File: src/rtl/tinyalu_initiator.sv
// Command-side master for the tinyalu start/done handshake: takes one command at a time,
// runs it on the ALU (or answers locally), and returns the captured result on a response stream.
module tinyalu_initiator #(
    parameter int TIMEOUT_CYC = 15,
    parameter int DRAIN_CYC   = 3
) (
    input  logic        clk,
    input  logic        reset_n,
    input  logic        cmd_valid,
    output logic        cmd_ready,
    input  logic [2:0]  cmd_op,
    input  logic [7:0]  cmd_a,
    input  logic [7:0]  cmd_b,
    output logic        alu_start,
    output logic [2:0]  alu_op,
    output logic [7:0]  alu_a,
    output logic [7:0]  alu_b,
    input  logic        alu_done,
    input  logic [15:0] alu_result,
    output logic        rsp_valid,
    input  logic        rsp_ready,
    output logic [15:0] rsp_result,
    output logic [2:0]  rsp_op,
    output logic        rsp_err,
    output logic        rsp_timeout,
    output logic        busy
);

    typedef enum logic [1:0] {
        IDLE  = 2'd0,
        RUN   = 2'd1,
        RESP  = 2'd2,
        DRAIN = 2'd3
    } state_t;

    typedef enum logic [1:0] {
        CLS_NOP     = 2'd0,
        CLS_ALU     = 2'd1,
        CLS_ILLEGAL = 2'd2
    } op_class_t;

    localparam logic [7:0] TMO_LAST   = 8'(TIMEOUT_CYC - 1);
    localparam logic [3:0] DRAIN_LOAD = 4'(DRAIN_CYC);

    state_t      state_reg, state_next;
    logic [2:0]  op_reg, op_next;
    logic [7:0]  a_reg, a_next;
    logic [7:0]  b_reg, b_next;
    logic [7:0]  tmo_cnt_reg, tmo_cnt_next;
    logic [3:0]  drain_cnt_reg, drain_cnt_next;
    logic [15:0] rsp_result_reg, rsp_result_next;
    logic [2:0]  rsp_op_reg, rsp_op_next;
    logic        rsp_err_reg, rsp_err_next;
    logic        rsp_timeout_reg, rsp_timeout_next;
    op_class_t   cmd_class;
    logic [3:0]  drain_dec;

    always_comb begin
        cmd_class = CLS_ILLEGAL;
        if (cmd_op == 3'd0) begin
            cmd_class = CLS_NOP;
        end else if (cmd_op <= 3'd4) begin
            cmd_class = CLS_ALU;
        end
    end

    // Drain counter only ever counts down to zero and stays there.
    assign drain_dec = (drain_cnt_reg == 4'd0) ? 4'd0 : drain_cnt_reg - 4'd1;

    always_comb begin
        state_next       = state_reg;
        op_next          = op_reg;
        a_next           = a_reg;
        b_next           = b_reg;
        tmo_cnt_next     = tmo_cnt_reg;
        drain_cnt_next   = drain_cnt_reg;
        rsp_result_next  = rsp_result_reg;
        rsp_op_next      = rsp_op_reg;
        rsp_err_next     = rsp_err_reg;
        rsp_timeout_next = rsp_timeout_reg;

        case (state_reg)
            IDLE: begin
                if (cmd_valid) begin
                    op_next = cmd_op;
                    a_next  = cmd_a;
                    b_next  = cmd_b;
                    if (cmd_class == CLS_ALU) begin
                        state_next   = RUN;
                        tmo_cnt_next = 8'd0;
                    end else begin
                        // No-op and illegal opcodes are answered without touching the ALU.
                        state_next       = RESP;
                        rsp_result_next  = 16'd0;
                        rsp_op_next      = cmd_op;
                        rsp_err_next     = (cmd_class == CLS_ILLEGAL);
                        rsp_timeout_next = 1'b0;
                        drain_cnt_next   = 4'd0;
                    end
                end
            end

            RUN: begin
                if (alu_done) begin
                    state_next       = RESP;
                    rsp_result_next  = alu_result;
                    rsp_op_next      = op_reg;
                    rsp_err_next     = 1'b0;
                    rsp_timeout_next = 1'b0;
                    drain_cnt_next   = DRAIN_LOAD;
                end else if (tmo_cnt_reg == TMO_LAST) begin
                    state_next       = RESP;
                    rsp_result_next  = 16'd0;
                    rsp_op_next      = op_reg;
                    rsp_err_next     = 1'b0;
                    rsp_timeout_next = 1'b1;
                    drain_cnt_next   = DRAIN_LOAD;
                end else begin
                    tmo_cnt_next = tmo_cnt_reg + 8'd1;
                end
            end

            RESP: begin
                drain_cnt_next = drain_dec;
                if (rsp_ready) begin
                    state_next = (drain_cnt_reg == 4'd0) ? IDLE : DRAIN;
                end
            end

            DRAIN: begin
                // Late alu_done pulses land here and are simply ignored.
                drain_cnt_next = drain_dec;
                if (drain_cnt_reg <= 4'd1) begin
                    state_next = IDLE;
                end
            end

            default: begin
                state_next = IDLE;
            end
        endcase
    end

    always_ff @(posedge clk) begin
        if (!reset_n) begin
            state_reg       <= IDLE;
            op_reg          <= 3'd0;
            a_reg           <= 8'd0;
            b_reg           <= 8'd0;
            tmo_cnt_reg     <= 8'd0;
            drain_cnt_reg   <= 4'd0;
            rsp_result_reg  <= 16'd0;
            rsp_op_reg      <= 3'd0;
            rsp_err_reg     <= 1'b0;
            rsp_timeout_reg <= 1'b0;
        end else begin
            state_reg       <= state_next;
            op_reg          <= op_next;
            a_reg           <= a_next;
            b_reg           <= b_next;
            tmo_cnt_reg     <= tmo_cnt_next;
            drain_cnt_reg   <= drain_cnt_next;
            rsp_result_reg  <= rsp_result_next;
            rsp_op_reg      <= rsp_op_next;
            rsp_err_reg     <= rsp_err_next;
            rsp_timeout_reg <= rsp_timeout_next;
        end
    end

    // Handshake outputs are pure decodes of the registered state, so they never glitch.
    assign cmd_ready   = (state_reg == IDLE);
    assign busy        = (state_reg != IDLE);
    assign alu_start   = (state_reg == RUN);
    assign rsp_valid   = (state_reg == RESP);
    assign alu_op      = op_reg;
    assign alu_a       = a_reg;
    assign alu_b       = b_reg;
    assign rsp_result  = rsp_result_reg;
    assign rsp_op      = rsp_op_reg;
    assign rsp_err     = rsp_err_reg;
    assign rsp_timeout = rsp_timeout_reg;

endmodule

File: config.mk
export PLATFORM = sky130hd
export DESIGN_NAME = tinyalu_initiator
export DESIGN_NICKNAME = d
export VERILOG_FILES = /design/src/rtl/tinyalu_initiator.sv
export SDC_FILE = /design/constraint.sdc
export NUM_CORES = 1
export LEC_CHECK = 0
export ABC_AREA = 1
export CORE_MARGIN = 4
export CORE_UTILIZATION = 40
export DETAILED_ROUTE_END_ITERATION = 12
export PLACE_DENSITY_LB_ADDON = 0.15
export SETUP_SLACK_MARGIN = 0.05
export SLEW_MARGIN = 10
export SYNTH_ARGS = -nofsm -noshare
export SYNTH_HDL_FRONTEND = slang
export SYNTH_SLANG_ARGS = --single-unit
export TNS_END_PERCENT = 20
File: constraint.sdc
create_clock -name clk -period 1.51 [get_ports clk]
set_input_delay 0.2265 -clock clk [delete_from_list [all_inputs] [get_ports clk]]
set_output_delay 0.2265 -clock clk [all_outputs]
set_load 0.02 [all_outputs]
==> results.toml, run 1 <==
[status]
outcome = "finished clean"

[timing]
whs_ns = 0.3742
hold_violations = 0
relSlewSlack = 0.8175
maxSlewViolCount = 0
setup_violations = 0
final.setup_skew_ns = 0.01135
tns_ns = 0
rsz0062_at_grt = "true"
period_share = 0.9754
fmax_mhz = 678.9
tightest_slew_ns = 0.2734
period_needed_ns = 1.473

[setup_path]
critical_path_required_ns = 1.73
path_cells = "inv_2, ha_4, nand3_4, o21ai_4, nand3_4, clkbuf_16, nand2_1, a21oi_2"
r2r_setup_slack_ns = 0.04
cpMostUsedCell = "nand3_4"
path_buf_inv = 2
startpoint_type = "register"
worstPathArrival_ns = 1.69
cpMaxStageDelayCell = "dfxtp_2"
endpoint_kind = "register"
worstSetupPathType = "register to register"
crit_family = "flip-flops"
cpPeakStageDelay_ns = 0.34
crit_path_max_fanout = 5

[finish]
drive_gt1_frac = 0.2121
area_growth_pct = 57.28
fillers = 504
diodes = 0
finalInstanceArea_mm2 = 0.003782
layout.nets = 490
seqCellArea_mm2 = 0.001091
fin_cells = 520
multi_input_area_mm2 = 0.001310
largest_reg_flops = 16

[clocking]
clock-root-buffer = "clkbuf_8"
clk_latency_ns = 0.32
cts_max_path_buffers = 2
cts_sinks = 54
clk_pin_slew_worst_paths_ns = 0.11
cts_buffers = 5
cts_hold_buffers = 0
cts_tree = "built"
htree_levels = 2

[synthesis]
ys_seq_elements = 54
synthFlopType = "dfxtp_1"
synth_warnings = 0
synthDominantCellAreaShare = 0.4495
yosys-top-cells-count = "nand2_1, nor2_1, dfxtp_1"
synth_cells = 336
yosysMostFrequentCell = "nand2_1"
yosys-top-cells-area = "dfxtp_1, nand2_1, nor2_1"
synth_cell_types = 28
synth.yosys.seq_area_share = 0.4495
syn-cell-area_mm2 = 0.002405
synth_largest_area_cell = "dfxtp_1"
synth-async-reset-ratio = 0
synth_edf_count = 0
syn-mean-instance-area_um2 = 7.157
syn-num-nets = 379

[routing]
firstDrtPassIters = 4
antenna_left = 0
drcViolationCount = 0
num_vias = 2495
viasPerCell = 4.798
drt_first_iter_violations = 105
drt-total-wl_um = 6439
avgRoutedWirePerCell_um = 12.38

[place]
placed_area_mm2 = 0.003491
dpl.hpwl_um = 4619
gp_congestion = 0.8572
dp.cells = 506
numPortBuffers = 83

[pwr]
ir_drop_mv = 1.248
power_density_mw_per_mm2 = 1656
power.total_w = 0.006262
leakage_nw = 1.747

[hold_path]
hp-class = "input pin to register"

[die]
start_util = 0.4237
coreArea_mm2 = 0.005675
rows = 27
die_w_um = 85.54
die_y_um = 85.54
num_io_pins = 84
dieArea_mm2 = 0.007316

[job]
maxCapViolCount = 0

[grt]
grt_pass1_vias = 2309
antenna_found_initial = 0
grt-ovfl-total = 0
grt_pass1_wl_um = 10340
grt_max_degree = 22
grt.total_usage = 0.1722
final timing paths:
| kind | end | depth (start not counted) | startpoint |
|---|---|---|---|
| hold / removal | alu_op[1] | 4 | cmd_op[1] |
| setup / recovery | rsp_result[3] | 8 | tmo_cnt_reg[0] |
| hold reg to reg | rsp_result[10] | 2 | rsp_result[10] |
| setup reg to reg | rsp_result[3] | 8 | tmo_cnt_reg[0] |
routing by layer:
metal / track usage / up-vias / routed length, um
li1: - / 1297 / -
met1: 0.2157 / 1117 / 2780
met2: 0.2775 / 76 / 3014
met3: 0.06244 / 5 / 577
met4: 0.05180 / 0 / 67
met5: 0 / - / 0
placed cells by master (no fill, tap or decap), types with 3 or more instances in the layout:
cell type and instances:
clkbuf_8 5, inv_1 18, o21ai_0 20, inv_2 4
nand3_1 12, clkdlybuf4s15_1 3, buf_4 28, a21oi_2 7
nor2_1 59, nand2_1 73, dfxtp_1 50, nand3_4 3
nand4_1 8, dlygate4sd2_1 41, clkdlybuf4s50_1 36, nand2_4 7
nand2_2 15, a21oi_1 23, nor2_4 4
area by class of cell:
class / count / share of cell area
clock buffer: 5 / 0.01819
clock inverter: 3 / 0.01257
inverter: 25 / 0.02613
multi-input combinational: 246 / 0.3463
sequential: 54 / 0.2885
tap: 72 / 0.02382
timing repair buffer: 115 / 0.2845
tightest hold or removal path: stages:
cell and delay, ns:
clkdlybuf4s15_1 0.18, buf_4 0.11, o21ai_0 0.07, nor2_1 0.07
what timing repair did:
| action | CTS | global route |
|---|---|---|
| pin swaps | 5 | 8 |
| endpoints found under the setup margin | 76 | 37 |
| gates resized for setup | 54 | 43 |
| gates cloned | 1 | 3 |
| setup buffers | 1 | 1 |
report_power, final:
group	total [W]	switching, W	internal (W)
registers	0.00195	0.000215	0.00174
logic	0.00330	0.00188	0.00142
clock network	0.00101	0.000507	0.000503
cells by family (layout without fill, tap and decap cells):
group	Yosys count	count (layout)	synth area share
and+or+nand+nor	187	188	0.3387
xor gates and xnor gates	1	1	0.003643
DFF	54	54	0.4495
buffers and inverters	37	148	0.06920
AOI/OAI and AO/OA	54	54	0.1233
adders and majority gates	3	3	0.01561
per-stage QoR:
step / worst slack [ns] / util
after detailed placement: -0.4960 / 0.6151
after floorplan: 0.06418 / -
final: 0.03708 / 0.6664
after global placement: -0.4735 / 0.6151
after CTS: 0.05167 / 0.6307
after global routing: -0.04251 / 0.6664
Note: power is estimated with default switching activity, not from simulation.
==> run 2, diff against run 1 <==
Settings changed: CORE_ASPECT_RATIO from default to 1.5, TNS_END_PERCENT 20 to 50.
==> results.toml, run 2 (synthesized netlist as in run 1, its figures left out) <==
[timing]
maxSlewViolCount = 0
tns_ns = 0
tightest_slew_ns = 0.3642
rsz0062_at_grt = "true"
period_share = 0.9850
period_needed_ns = 1.487
final.setup_skew_ns = 0.005742
fmax_mhz = 672.4
setup_violations = 0
hold_violations = 0
relSlewSlack = 0.7569
whs_ns = 0.3912

[place]
numPortBuffers = 83
dpl.hpwl_um = 4725
gp_congestion = 0.7799

[grt]
grt_pass1_wl_um = 9963
antenna_found_initial = 0
grt.total_usage = 0.1678
grt_pass1_vias = 2361
grt_max_degree = 22
grt-ovfl-total = 0

[setup_path]
crit_path_max_fanout = 10
startpoint_type = "register"
worstPathArrival_ns = 1.67
r2r_end = "rsp_result[12]"
r2r_setup_slack_ns = 0.02
critical_path_required_ns = 1.69
endpoint_kind = "register"
worstSetupPathType = "register to register"
reg2reg_from = "tmo_cnt_reg[4]"
startpoint = "tmo_cnt_reg[4]"
rr_worst_depth = 7

[routing]
antenna_left = 0
drt-total-wl_um = 6846
viasPerCell = 4.868
firstDrtPassIters = 7
drt_first_iter_violations = 75
num_vias = 2580
avgRoutedWirePerCell_um = 12.92
drcViolationCount = 0

[pwr]
leakage_nw = 2.211
p_int_w = 0.004164
netSwitchingPower_w = 0.002685
clkPwrFrac = 0.171
power_density_mw_per_mm2 = 1675
power.total_w = 0.006848
swShare = 0.3920
pwr-share-seq = 0.282
combPwrFrac = 0.547
ir_drop_mv = 1.029

[hold_path]
min_from = "cmd_op[0]"
hold-path-cell-count = 4
hold_end = "alu_op[0]"
hp-class = "input pin to register"

[clocking]
cts_buffers = 5
cts_hold_buffers = 0
cts_tree = "built"
clk_pin_slew_worst_paths_ns = 0.09
clk_latency_ns = 0.31
cts_max_path_buffers = 2
htree_levels = 2
cts_sinks = 54
clock-root-buffer = "clkbuf_8"

[finish]
utilization = 0.7014
area_growth_pct = 69.98
seqCellArea_mm2 = 0.001090
multi_input_area_mm2 = 0.001380
layout_commonest_cell = "nand2_1"
largest_reg_flops = 16
drive_gt1_frac = 0.2467
fillers = 472
layout_common_cells = "nand2_1, nor2_1, dfxtp_1"
layout.nets = 500
diodes = 0

[die]
rows = 34
num_io_pins = 84
dieArea_mm2 = 0.007342
coreArea_mm2 = 0.005828
die_w_um = 71.31
die_y_um = 103.0
start_util = 0.4126

[job]
maxCapViolCount = 0

[status]
outcome = "finished clean"
-- run 2: how the worst max path moves through the flow --
stage,to,slack (ns),cells past startpoint
finish,rsp_result[12],0.02,7
global route,rsp_result[9],-0.07,7
CTS,rsp_valid,0.005,4
detailed placement,tmo_cnt_reg[5],-0.50,10
global placement,tmo_cnt_reg[5],-0.45,10
floorplan,tmo_cnt_reg[0],0.06,8
-- run 2: metrics by stage --
stage	cells	setup slack, ns	area [um^2]
after CTS	521	0.005357	3704
after global routing	530	-0.06904	4088
after floorplan	336	0.06418	2427
final	530	0.02272	4088
after global placement	509	-0.4524	3538
after detailed placement	509	-0.5008	3538
-- run 2: power groups by stage --
stage	Sequential, W	Clock [W]	Combinational, W
CTS	0.00191	0.00120	0.00320
floorplan	0.00219	0	0.00152
finish	0.00193	0.00117	0.00375
global placement	0.00192	0	0.00313
global route	0.00197	0.00124	0.00406
detailed placement	0.00193	0	0.00315
-- run 2: final cells by class --
type	instances	share of cell area
clock buffer	6	0.02020
clock inverter	2	0.01469
inverter	25	0.02357
multi-input combinational	247	0.3376
sequential	54	0.2666
tap	72	0.02204
timing repair buffer	124	0.3153
-- run 2: what timing repair did --
action,in CTS,in global routing
cloned,1,3
setup buffers,3,6
pin swaps,5,20
endpoints found under the setup margin,90,68
endpoints found under the hold margin,0,0
resized for setup,24,97
-- run 2: per-layer routing --
layer	vias up	track usage	part of all wire
met5	-	0	0
met4	0	0.06368	0.018
met3	9	0.05854	0.090
met2	92	0.3208	0.52
met1	1163	0.1632	0.37
li1	1316	-	-
-- run 2: critical path, stage by stage (launching register included) --
cell	delay, ns
dfxtp_2	0.36
nor2_1	0.17
nand2_2	0.14
o21ai_4	0.24
nand3_4	0.15
clkbuf_16	0.20
nand2_1	0.06
a21oi_1	0.05
